### src/rtl/id_stage.sv
// Instruction-decode stage: IF/ID pipeline register, field decode, branch/jump
// resolution with redirect to fetch, and load-use hazard detection.
module id_stage #(
  parameter logic [31:0] NOP_WORD  = 32'h00000000,
  parameter logic [31:0] HALT_WORD = 32'hffffffff
) (
  input  logic        clk,
  input  logic        reset,
  input  logic [31:0] InstructionF,
  input  logic [31:0] PC4,
  input  logic        StopF,
  input  logic [31:0] RD1,
  input  logic [31:0] RD2,
  input  logic        ExMemRead,
  input  logic [4:0]  ExRt,
  output logic [1:0]  PCSource,
  output logic [31:0] PC_B,
  output logic [31:0] aD,
  output logic [31:0] PC_J,
  output logic        isLWHazard,
  output logic [31:0] InstructionD,
  output logic [31:0] PC4D,
  output logic [4:0]  Rs,
  output logic [4:0]  Rt,
  output logic [4:0]  Rd,
  output logic [31:0] ImmD,
  output logic        BubbleD,
  output logic        StopD
);

  localparam logic [5:0] OP_RTYPE = 6'b000000;
  localparam logic [5:0] OP_J     = 6'b000010;
  localparam logic [5:0] OP_JAL   = 6'b000011;
  localparam logic [5:0] OP_BEQ   = 6'b000100;
  localparam logic [5:0] OP_BNE   = 6'b000101;
  localparam logic [5:0] FN_JR    = 6'b001000;

  function automatic logic signed [31:0] sext16(input logic [15:0] v);
    return {{16{v[15]}}, v};
  endfunction

  logic [31:0]        instr_p1;
  logic [31:0]        pc4_p1;
  logic               stop_p1;
  logic [5:0]         op_p1;
  logic [5:0]         funct_p1;
  logic signed [31:0] imm_p1;
  logic               is_rtype, is_beq, is_bne, is_jump, is_jr;
  logic               rs_used, rt_used, br_taken;
  logic [1:0]         pc_src;
  logic               hazard;

  // ---- stage boundary: IF -> ID register ----
  always_ff @(posedge clk or posedge reset) begin
    if (reset) begin
      instr_p1 <= NOP_WORD;
      pc4_p1   <= 32'd0;
      stop_p1  <= 1'b0;
    end else begin
      if (StopF || InstructionF == HALT_WORD)
        stop_p1 <= 1'b1;
      if (hazard) begin
        instr_p1 <= instr_p1;
        pc4_p1   <= pc4_p1;
      end else if (pc_src != 2'b00) begin
        instr_p1 <= NOP_WORD;
        pc4_p1   <= 32'd0;
      end else begin
        instr_p1 <= InstructionF;
        pc4_p1   <= PC4;
      end
    end
  end

  // ---- ID combinational decode ----
  assign op_p1    = instr_p1[31:26];
  assign funct_p1 = instr_p1[5:0];
  assign imm_p1   = sext16(instr_p1[15:0]);

  assign is_rtype = (op_p1 == OP_RTYPE);
  assign is_beq   = (op_p1 == OP_BEQ);
  assign is_bne   = (op_p1 == OP_BNE);
  assign is_jump  = (op_p1 == OP_J) || (op_p1 == OP_JAL);
  assign is_jr    = is_rtype && (funct_p1 == FN_JR);

  // Every format except j/jal reads Rs; Rt is a source only for R-type and branches.
  assign rs_used  = !is_jump;
  assign rt_used  = is_rtype || is_beq || is_bne;
  assign hazard   = ExMemRead && (ExRt != 5'd0) &&
                    ((rs_used && ExRt == instr_p1[25:21]) ||
                     (rt_used && ExRt == instr_p1[20:16]));

  assign br_taken = (is_beq && RD1 == RD2) || (is_bne && RD1 != RD2);

  always_comb begin
    pc_src = 2'b00;
    if (!hazard && !stop_p1) begin
      if (br_taken)     pc_src = 2'b01;
      else if (is_jr)   pc_src = 2'b10;
      else if (is_jump) pc_src = 2'b11;
    end
  end

  assign PCSource     = pc_src;
  assign PC_B         = pc4_p1 + imm_p1;
  assign aD           = RD1;
  assign PC_J         = {pc4_p1[31:26], instr_p1[25:0]};
  assign isLWHazard   = hazard;
  assign BubbleD      = hazard;
  assign InstructionD = instr_p1;
  assign PC4D         = pc4_p1;
  assign Rs           = instr_p1[25:21];
  assign Rt           = instr_p1[20:16];
  assign Rd           = instr_p1[15:11];
  assign ImmD         = imm_p1;
  assign StopD        = stop_p1;

endmodule

### config.mk
export PLATFORM = sky130hd
export DESIGN_NAME = id_stage
export DESIGN_NICKNAME = d
export VERILOG_FILES = /design/src/rtl/id_stage.sv
export SDC_FILE = /design/constraint.sdc
export NUM_CORES = 1
export LEC_CHECK = 0
export BUFFER_PORTS_ARGS = -buffer_cell sky130_fd_sc_hd__buf_2
export CAP_MARGIN = 40
export CELL_PAD_IN_SITES_DETAIL_PLACEMENT = 0
export CELL_PAD_IN_SITES_GLOBAL_PLACEMENT = 1
export CORE_ASPECT_RATIO = 0.7
export CORE_MARGIN = 2
export CORE_UTILIZATION = 34
export DETAILED_ROUTE_END_ITERATION = 10
export PLACE_DENSITY_LB_ADDON = 0.1
export SLEW_MARGIN = 10
export SYNTH_ARGS = -nofsm -noshare
export SYNTH_HDL_FRONTEND = slang
export SYNTH_SLANG_ARGS = --single-unit
### constraint.sdc
create_clock -name clk -period 5.5 [get_ports clk]
set_input_delay 0.825 -clock clk [delete_from_list [all_inputs] [get_ports clk]]
set_output_delay 0.825 -clock clk [all_outputs]
set_load 0.02 [all_outputs]
==> run_results.csv, run 1 <==
group,metric,value,unit
setup_path,rr_worst_depth,7,
routing,wirelength,19700,µm
floorplan,ios,349,
setup_path,cp_max_fo,6,
setup_path,end_kind,"output pin",
clocking,clk_latency,0.34,ns
sta,finalHoldViolCount,0,
sta,setup_viol,0,
yosys,ys.flop_type,"dfrtp_1",
cells_and_area,multi_input_area,0.00325,mm²
yosys,synthDistinctLibCells,49,
setup_path,cp-start-kind,"flip-flop",
sta,timing.final.ws_setup,1.47,ns
routing,route.detailed.drc,0,
setup_path,r2r-end,"InstructionD[11]",
cells_and_area,ff_latch_area,0.00163,mm²
sta,worstMarginPinSlew,0.607,ns
clocking,numCtsBuffers,9,
sta,clock_skew,0.00548,ns
grt,first_global_vias,5161,
place,dp_cells,1117,
setup_path,critPathArrivalTime,3.20,ns
place,dpl.hpwl,16000,µm
cells_and_area,syn_to_final_growth,24.8,%
clocking,postCtsSetupBuffers,0,
yosys,synth-seq-cells,65,
floorplan,initial_core_util,34.5,%
setup_path,critical_path_class,"flip-flop to output pin",
yosys,synth.cell_area,0.00588,mm²
clocking,clock-sinks,65,
grt,grt_max_degree,44,
worst_hold_path,hold_class,"input port to asynchronous set/reset pin",
floorplan,rows,40,
routing,antenna_left,0,
pwr,powerDensity,268,mW/mm²
sta,rsz0062_at_grt,"false",
grt,grt_usage,21.0,%
setup_path,max_stage_delay,0.54,ns
setup_path,reg2reg_slack,2.74,ns
pwr,vdd_drop_max,0.000133,V
cells_and_area,num_antenna_cells,0,
clocking,cts.htree.levels,3,
clocking,root_buffer,"clkbuf_16",
routing,first_iter_violations,345,
setup_path,cpMostUsedCell,"a211oi_1",
status,status,"finished clean",
grt,grt_overflow,0,
floorplan,design.die.area,0.0184,mm²
flow_run,drv_cap,0,
sta,fmax,248,MHz
routing,drt-wirelength-per-cell,17.4,µm
setup_path,cp_slowest_cell,"a211oi_1",
yosys,synth_edf_count,0,
grt,grt_pass1_wl,29900,µm
cells_and_area,nets,1066,
routing,first_pass_iters,7,
setup_path,r2r-start,"InstructionD[27]",
yosys,synth-async-reset-ratio,100,%
clocking,clk_pin_slew,0.06,ns
sta,timing.final.crit_period,4.03,ns
floorplan,die-width,161,µm
sta,slew_violations,0,
cells_and_area,fillers,1732,
setup_path,cp.required,4.68,ns
clocking,clock_path_buffers,2,
sta,finalSetupTns,0,ns
place,dp_slack,1.88,ns
clocking,cts.repair.resized,0,
yosys,seq_area_frac_synth,27.7,%
grt,antenna_found_initial,0,
place,port_buffers,348,
cells_and_area,final_cells,1132,
routing,avgViaCountPerCell,4.94,
routing,num_vias,5590,
yosys,synth_cells,664,
place,routabilityCongestion,0.922,
sta,relSlewSlack,59.5,%
setup_path,crit_chain,"ha_1 > fa_1 > a211oi_1 > o21ai_0 > o2111ai_1 > a211oi_1 > nor4_1 > o31ai_1 > xor2_1 > buf_2",
cells_and_area,fin_util,43.0,%
clocking,cts_tree,"built",
cells_and_area,drive_above_1_share,42.0,%
yosys,avgSynthCellArea,8.85,µm²
pwr,leakagePower,3.56,nW
sta,post-route-period-util,73.3,%
floorplan,core_area,0.0171,mm²
yosys,yosys_warnings,0,
sta,holdWs,0.555,ns
floorplan,fp.dieH,114,µm
yosys,syn_nets,833,
clocking,hold_buffers,0,
-- worst max-delay path, delay by kind of cell, from the launching register on --
kind,cells,cell delay (ns)
AND/OR/NAND/NOR,1,0.12
XOR/XNOR,1,0.20
flip-flops,1,0.44
AO/OA/AOI/OAI,5,1.44
adder cells (fa/ha/maj),2,0.47
buffers and inverters,1,0.19
-- metrics by stage --
| stage | area, µm² | total power, mW |
|---|---|---|
| final | 7340 | 1.96 |
| after global placement | 6990 | 1.32 |
| after detailed placement | 7010 | 1.32 |
| after CTS | 7340 | 1.99 |
| after global routing | 7340 | 2.07 |
| after floorplan | 5880 | 1.09 |
-- cell usage in the layout, fill, tap and decap left out, drive strengths merged, types with 3 or more instances in the layout --
master   instances
a211oi           6
a21o            10
a21oi           34
a31oi            7
and2             3
and3             3
buf            355
clkbuf          13
dfrtp           65
ha              31
inv              9
mux2i           66
nand2           17
nand3            9
nand4           15
nor2            91
nor2b            3
nor3            13
nor4            15
o2111ai          6
o211ai           5
o21a             3
o21ai           24
xnor2           18
xor2            51
-- state kept, by name, summed over array words and instances (netlist names) --
signal / count
InstructionD: 32
PC4D: 32
StopD: 1
-- cell families after synthesis --
kind of cell,after synthesis,share of synthesized area [%]
and+or+nand+nor,177,14.3
DFF,65,27.7
buffers and inverters,142,17.2
adders and majority gates,32,6.94
xor gates and xnor gates,69,10.3
muxes,66,11.2
AOI/OAI and AO/OA,113,12.4
-- cells in the mapped netlist, drive strengths merged, types with 3 or more instances --
| cell type | number | area share [%] |
|---|---|---|
| ha | 31 | 6.6 |
| nor2b | 3 | 0.32 |
| nand3 | 9 | 0.77 |
| nand4 | 15 | 1.6 |
| dfrtp | 65 | 28 |
| nor4 | 15 | 1.7 |
| clkbuf | 8 | 0.51 |
| nor3 | 13 | 1.1 |
| a31oi | 7 | 0.74 |
| and2 | 3 | 0.32 |
| o211ai | 5 | 0.64 |
| o2111ai | 6 | 0.89 |
| a21o | 10 | 1.3 |
| inv | 9 | 0.57 |
| a211oi | 6 | 0.98 |
| nand2 | 17 | 1.1 |
| mux2i | 66 | 11 |
| o21a | 3 | 0.38 |
| nor2 | 91 | 6.0 |
| xnor2 | 18 | 2.7 |
| a21oi | 34 | 2.9 |
| o21ai | 24 | 2.0 |
| buf | 125 | 16 |
| and3 | 3 | 0.40 |
| xor2 | 51 | 7.6 |
-- layer usage --
metal	wire length (µm)	GRT usage, %
met5	0	0
met3	1250	4.15
met2	8540	31.6
met4	112	4.29
met1	9770	31.3
-- cell type report --
class,instances,share of cell area [%]
multi-input cells,457,44.3
repair buffers,355,24.6
flip-flops and latches,65,22.2
well taps,231,3.94
clock buffers,13,3.68
clock inverters,2,0.818
inverters,9,0.460
-- how the worst max path moves through the flow --
stage                                 from        to  slack [ns]
final                      InstructionD[0]  PC_B[28]        1.47
after global routing       InstructionD[0]  PC_B[28]        1.19
after CTS                  InstructionD[0]  PC_B[28]        1.48
after detailed placement   InstructionD[0]  PC_B[28]        1.88
after global placement     InstructionD[4]  PC_B[28]        1.91
after floorplan           InstructionD[15]  PC_B[25]        1.89
-- power by group --
part	internal [mW]	switching (mW)
logic	0.277	0.487
registers	0.508	0.0433
clock network	0.432	0.216
total	1.22	0.747
No activity file was read; power rests on OpenSTA's default activity.
==> run 2: changes to the inputs <==
CORE_UTILIZATION = 28   (was 34)
clock period = 3.6 ns   (was 5.5 ns; I/O delays follow)
==> run 2 against run 1 <==
Effect of this change:
- non-clock buffer count rose by 5
- total power rose by 50%
- register-to-register slack got worse by 1.8 ns
- via count barely moved
- count of clock-buffer cells in the layout fell by 3
- cell count rose by 4.5%
- highest routed layer unchanged
- largest power group unchanged
- critical path depth fell by 1
- first-iteration DRC count fell by 12%
==> run_results.csv, run 2 (synthesized netlist as in run 1, its figures left out) <==
group,metric,value,unit
setup_path,cp-start-kind,"flip-flop",
sta,setup_viol,0,
clocking,postCtsSetupBuffers,0,
place,placed_area,0.00713,mm²
pwr,clockPowerShare,30.7,%
cells_and_area,syn_to_final_growth,28.1,%
setup_path,cp.required,3.06,ns
cells_and_area,fin_area,0.00753,mm²
clocking,hold_buffers,0,
pwr,p_switching,1.18,mW
routing,dr_wl_met2,8690,µm
floorplan,rows,44,
cells_and_area,drive_above_1_share,44.9,%
flow_run,drv_cap,0,
sta,timing.final.crit_period,3.49,ns
routing,first_pass_iters,5,
grt,grt_overflow,0,
cells_and_area,num_antenna_cells,0,
sta,fmax,287,MHz
routing,num_vias,5595,
grt,grt_pass1_wl,30900,µm
pwr,power_frac_seq,28.6,%
clocking,clock-sinks,65,
floorplan,core_area,0.0206,mm²
routing,drt-wirelength-per-cell,16.9,µm
place,routabilityCongestion,0.850,
pwr,vdd_drop_max,0.000186,V
pwr,powerDensity,392,mW/mm²
setup_path,critical_path_class,"flip-flop to output pin",
setup_path,critPathArrivalTime,2.95,ns
sta,rsz0062_at_grt,"true",
floorplan,design.die.area,0.0222,mm²
place,dp_cells,1167,
cells_and_area,nets,1071,
clocking,root_buffer,"clkbuf_16",
setup_path,cp_max_fo,11,
grt,first_global_vias,5389,
floorplan,initial_core_util,28.5,%
setup_path,critPathTopFamily,"compound AO/OA/AOI/OAI gates",
routing,first_iter_violations,304,
grt,grt_max_degree,38,
setup_path,worst-path-buf-inv,1,
pwr,swShare,39.9,%
place,port_buffers,348,
clocking,numCtsBuffers,9,
routing,top_layer,"met4",
setup_path,max_stage_delay,0.51,ns
worst_hold_path,hold_class,"input port to asynchronous set/reset pin",
routing,avgViaCountPerCell,4.73,
routing,antenna_left,0,
setup_path,rr_worst_depth,7,
clocking,clk_latency,0.34,ns
sta,finalHoldViolCount,0,
setup_path,crit_chain,"ha_1 > a21oi_1 > nor2_1 > nor3_1 > o2111ai_1 > a31oi_1 > o21ai_0 > xor2_1 > buf_2",
pwr,combinationalPowerShare,40.7,%
clocking,cts.htree.levels,3,
cells_and_area,mostFrequentLayoutCell,"buf_2",
grt,antenna_found_initial,0,
sta,holdWs,0.264,ns
clocking,cts_tree,"built",
floorplan,fp.dieH,125,µm
floorplan,die-width,177,µm
routing,wirelength,20000,µm
sta,clock_skew,0.00735,ns
cells_and_area,most-common-layout-cells,"buf_2 (348), nor2_1 (85), mux2i_1 (66)",
pwr,leakagePower,3.59,nW
sta,post-route-period-util,97.0,%
pwr,p_int,1.78,mW
status,status,"finished clean",
grt,grt_usage,17.8,%
sta,relSlewSlack,64.6,%
sta,worstMarginPinSlew,0.527,ns
setup_path,cp_slowest_cell,"dfrtp_2",
routing,route.detailed.drc,0,
clocking,clock_path_buffers,2,
clocking,clk_pin_slew,0.06,ns
cells_and_area,final_cells,1183,
floorplan,ios,349,
setup_path,path_depth,9,
sta,slew_violations,0,
setup_path,end_kind,"output pin",
routing,dr_wl_met3,1400,µm
pwr,power.total,2.95,mW
routing,route.layer.met1.wl,9780,µm
place,dpl.hpwl,16500,µm
## run 2: final timing paths
path / startpoint / end / slack [ns]
hold reg to reg: PC4D[8] / PC4D[8] / 0.56
min in group clk: StopF / StopD / 0.40
setup reg to reg: InstructionD[27] / InstructionD[3] / 0.90
setup / recovery: InstructionD[15] / PC_B[29] / 0.11
max in group asynchronous: reset / InstructionD[1] / 2.77
hold / removal: reset / PC4D[31] / 0.26
## run 2: final cells by class
type	instances	area [µm²]
well taps	276	345
clock inverters	6	66.3
multi-input cells	457	3350
fillers	2153	13100
repair buffers	360	1870
clock buffers	10	239
flip-flops and latches	65	1630
inverters	9	33.8
## run 2: power by group through the flow
stage                     combinational, mW  clock (mW)  sequential, mW
after floorplan                       0.775           0           0.895
after global placement                 1.18           0           0.852
after detailed placement               1.18           0           0.856
after CTS                              1.19       0.942           0.843
after global routing                   1.31       0.971           0.852
final                                  1.20       0.906           0.843
## run 2: worst min-delay path, cell delays in order
cell	delay (ns)
buf_2	0.10
inv_2	0.03
buf_4	0.35
## run 2: repair_timing
action / 4_1_cts / 5_1_grt
setup endpoints to repair: 6 / 15
resized for setup: 5 / 21
pin swaps: 0 / 4
## run 2: stage by stage
step	util (%)	setup TNS, ns	setup slack (ns)
2_1_floorplan	-	0	0.279
3_3_place_gp	34.4	0	0.291
3_5_place_dp	34.5	0	0.226
4_1_cts	36.1	0	0.00129
5_1_grt	36.5	-0.0359	-0.0359
6_report	36.5	0	0.110
## run 2: routing by layer
metal  up-vias  track usage, %
met3        11            3.65
met1      2634            26.2
met2       229            26.9
met4         0            3.26
li1       2721               -
met5         -               0
==> run 3: changes to the inputs <==
--- a/config.mk
+++ b/config.mk
@@ -12,6 +12,6 @@
 export CORE_ASPECT_RATIO = 0.7
-export CORE_MARGIN = 2
+export CORE_MARGIN = 5
 export CORE_UTILIZATION = 28
 export DETAILED_ROUTE_END_ITERATION = 10
-export PLACE_DENSITY_LB_ADDON = 0.1
+export PLACE_DENSITY = 0.76
 export SLEW_MARGIN = 10
==> constraint.sdc (replaced) <==
create_clock -name clk -period 3.6 [get_ports clk]
set_input_delay 0.72 -clock clk [delete_from_list [all_inputs] [get_ports clk]]
set_output_delay 0.72 -clock clk [all_outputs]
set_load 0.02 [all_outputs]
==> run 3 against run 2 <==
Effect of this change:
- cell count is 1.1% higher
- clock power is 17% higher
- global-route usage is 0.82 points lower
- critical path depth is 1 higher
- largest cell class unchanged
- total power is 7.5% higher
- wire length is 7.7% higher
- setup slack worse by 0.033 ns
==> run_results.csv, run 3 (synthesized netlist as in run 1, its figures left out) <==
group,metric,value,unit
status,status,"finished clean",
place,placed_area,0.00719,mm²
clocking,clock-sinks,65,
sta,timing.final.crit_period,3.52,ns
sta,post-route-period-util,97.9,%
floorplan,core_area,0.0207,mm²
clocking,cts_tree,"built",
worst_hold_path,hold_class,"input port to asynchronous set/reset pin",
sta,fmax,284,MHz
flow_run,drv_cap,0,
cells_and_area,drive_above_1_share,47.7,%
routing,first_iter_violations,274,
routing,first_pass_iters,4,
floorplan,initial_core_util,28.4,%
clocking,clock_path_buffers,2,
routing,num_vias,5631,
sta,clock_skew,0.00636,ns
cells_and_area,ff_latch_area,0.00163,mm²
sta,holdWs,0.415,ns
grt,grt_overflow,0,
setup_path,end_kind,"output pin",
routing,antenna_left,0,
cells_and_area,fin_util,37.8,%
routing,wirelength,21600,µm
place,port_buffers,348,
clocking,numCtsBuffers,9,
sta,finalSetupTns,0,ns
cells_and_area,nets,1084,
routing,drt-wirelength-per-cell,18.0,µm
grt,grt_pass1_wl,32600,µm
floorplan,ios,349,
place,dp_cells,1175,
place,routabilityCongestion,0.912,
grt,grt_max_degree,65,
grt,grt_usage,17.0,%
cells_and_area,fillers,2190,
sta,setup_viol,0,
clocking,clk_latency,0.34,ns
routing,avgViaCountPerCell,4.71,
setup_path,cp.required,2.88,ns
place,dpl.hpwl,17800,µm
cells_and_area,syn_to_final_growth,33.2,%
cells_and_area,num_antenna_cells,0,
floorplan,design.die.area,0.0240,mm²
floorplan,die-width,183,µm
routing,route.detailed.drc,0,
clocking,cts.htree.levels,3,
grt,antenna_found_initial,1,
clocking,hold_buffers,0,
pwr,powerDensity,405,mW/mm²
pwr,leakagePower,3.67,nW
setup_path,cp-start-kind,"flip-flop",
sta,rsz0062_at_grt,"true",
floorplan,rows,44,
grt,first_global_vias,5578,
setup_path,critPathArrivalTime,2.80,ns
clocking,clk_pin_slew,0.06,ns
sta,relSlewSlack,60.3,%
pwr,vdd_drop_max,0.000176,V
sta,finalHoldViolCount,0,
setup_path,critical_path_class,"flip-flop to output pin",
cells_and_area,most-common-layout-cells,"buf_2 (345), nor2_1 (84), mux2i_1 (66)",
cells_and_area,multi_input_area,0.00349,mm²
cells_and_area,fin_area,0.00783,mm²
clocking,root_buffer,"clkbuf_16",
sta,worstMarginPinSlew,0.595,ns
floorplan,fp.dieH,131,µm
cells_and_area,final_cells,1196,
cells_and_area,mostFrequentLayoutCell,"buf_2",
sta,slew_violations,0,
setup_path,cp_max_fo,3,
-- run 3: report_power, final --
group | total, mW | internal, mW | switching (mW)
clock network | 1.06 | 0.700 | 0.364
logic | 1.27 | 0.484 | 0.785
registers | 0.842 | 0.776 | 0.0658
-- run 3: worst paths after layout --
path / cells after the start / slack, ns / to / from
setup / recovery: 10 / 0.08 / PC_B[10] / PC4D[0]
setup reg to reg: 8 / 0.88 / InstructionD[15] / InstructionD[16]
hold / removal: 2 / 0.42 / PC4D[27] / reset
max in group asynchronous: 4 / 2.39 / PC4D[10] / reset
hold reg to reg: 2 / 0.56 / PC4D[24] / PC4D[24]
min in group clk: 2 / 0.56 / PC4D[24] / PC4D[24]
-- run 3: area by class of cell --
type                    instances  area share (%)
inverters                       9           0.447
flip-flops and latches         65            20.8
clock inverters                 6            1.44
clock buffers                  10            3.05
multi-input cells             457            44.6
well taps                     276            4.41
repair buffers                373            25.3
-- run 3: worst max-delay path: stages (launching register included) --
cell and delay [ns]:
dfrtp_1 0.39, ha_2 0.22, fa_2 0.43, a211oi_4 0.24
o21ai_0 0.17, a21oi_2 0.20, o21ai_1 0.12, a21o_1 0.20
a21oi_1 0.17, xnor2_1 0.15, buf_4 0.17
-- run 3: what timing repair did --
action / CTS / global route
pin swaps: 4 / 14
setup buffers: 0 / 5
setup endpoints to repair: 11 / 15
resized for setup: 14 / 47
-- run 3: layer usage --
layer  global-route usage (%)  routed length, µm
met1                     25.2              10200
met2                     25.3               9490
met3                     3.81               1680
met4                     3.14                187
met5                        0                  7
-- run 3: stage by stage --
stage	total power, mW	worst slack [ns]
finish	3.17	0.0768
global route	3.35	-0.0850
CTS	3.16	-0.0000535
detailed placement	2.05	0.175
global placement	2.05	0.172
floorplan	1.67	0.0987
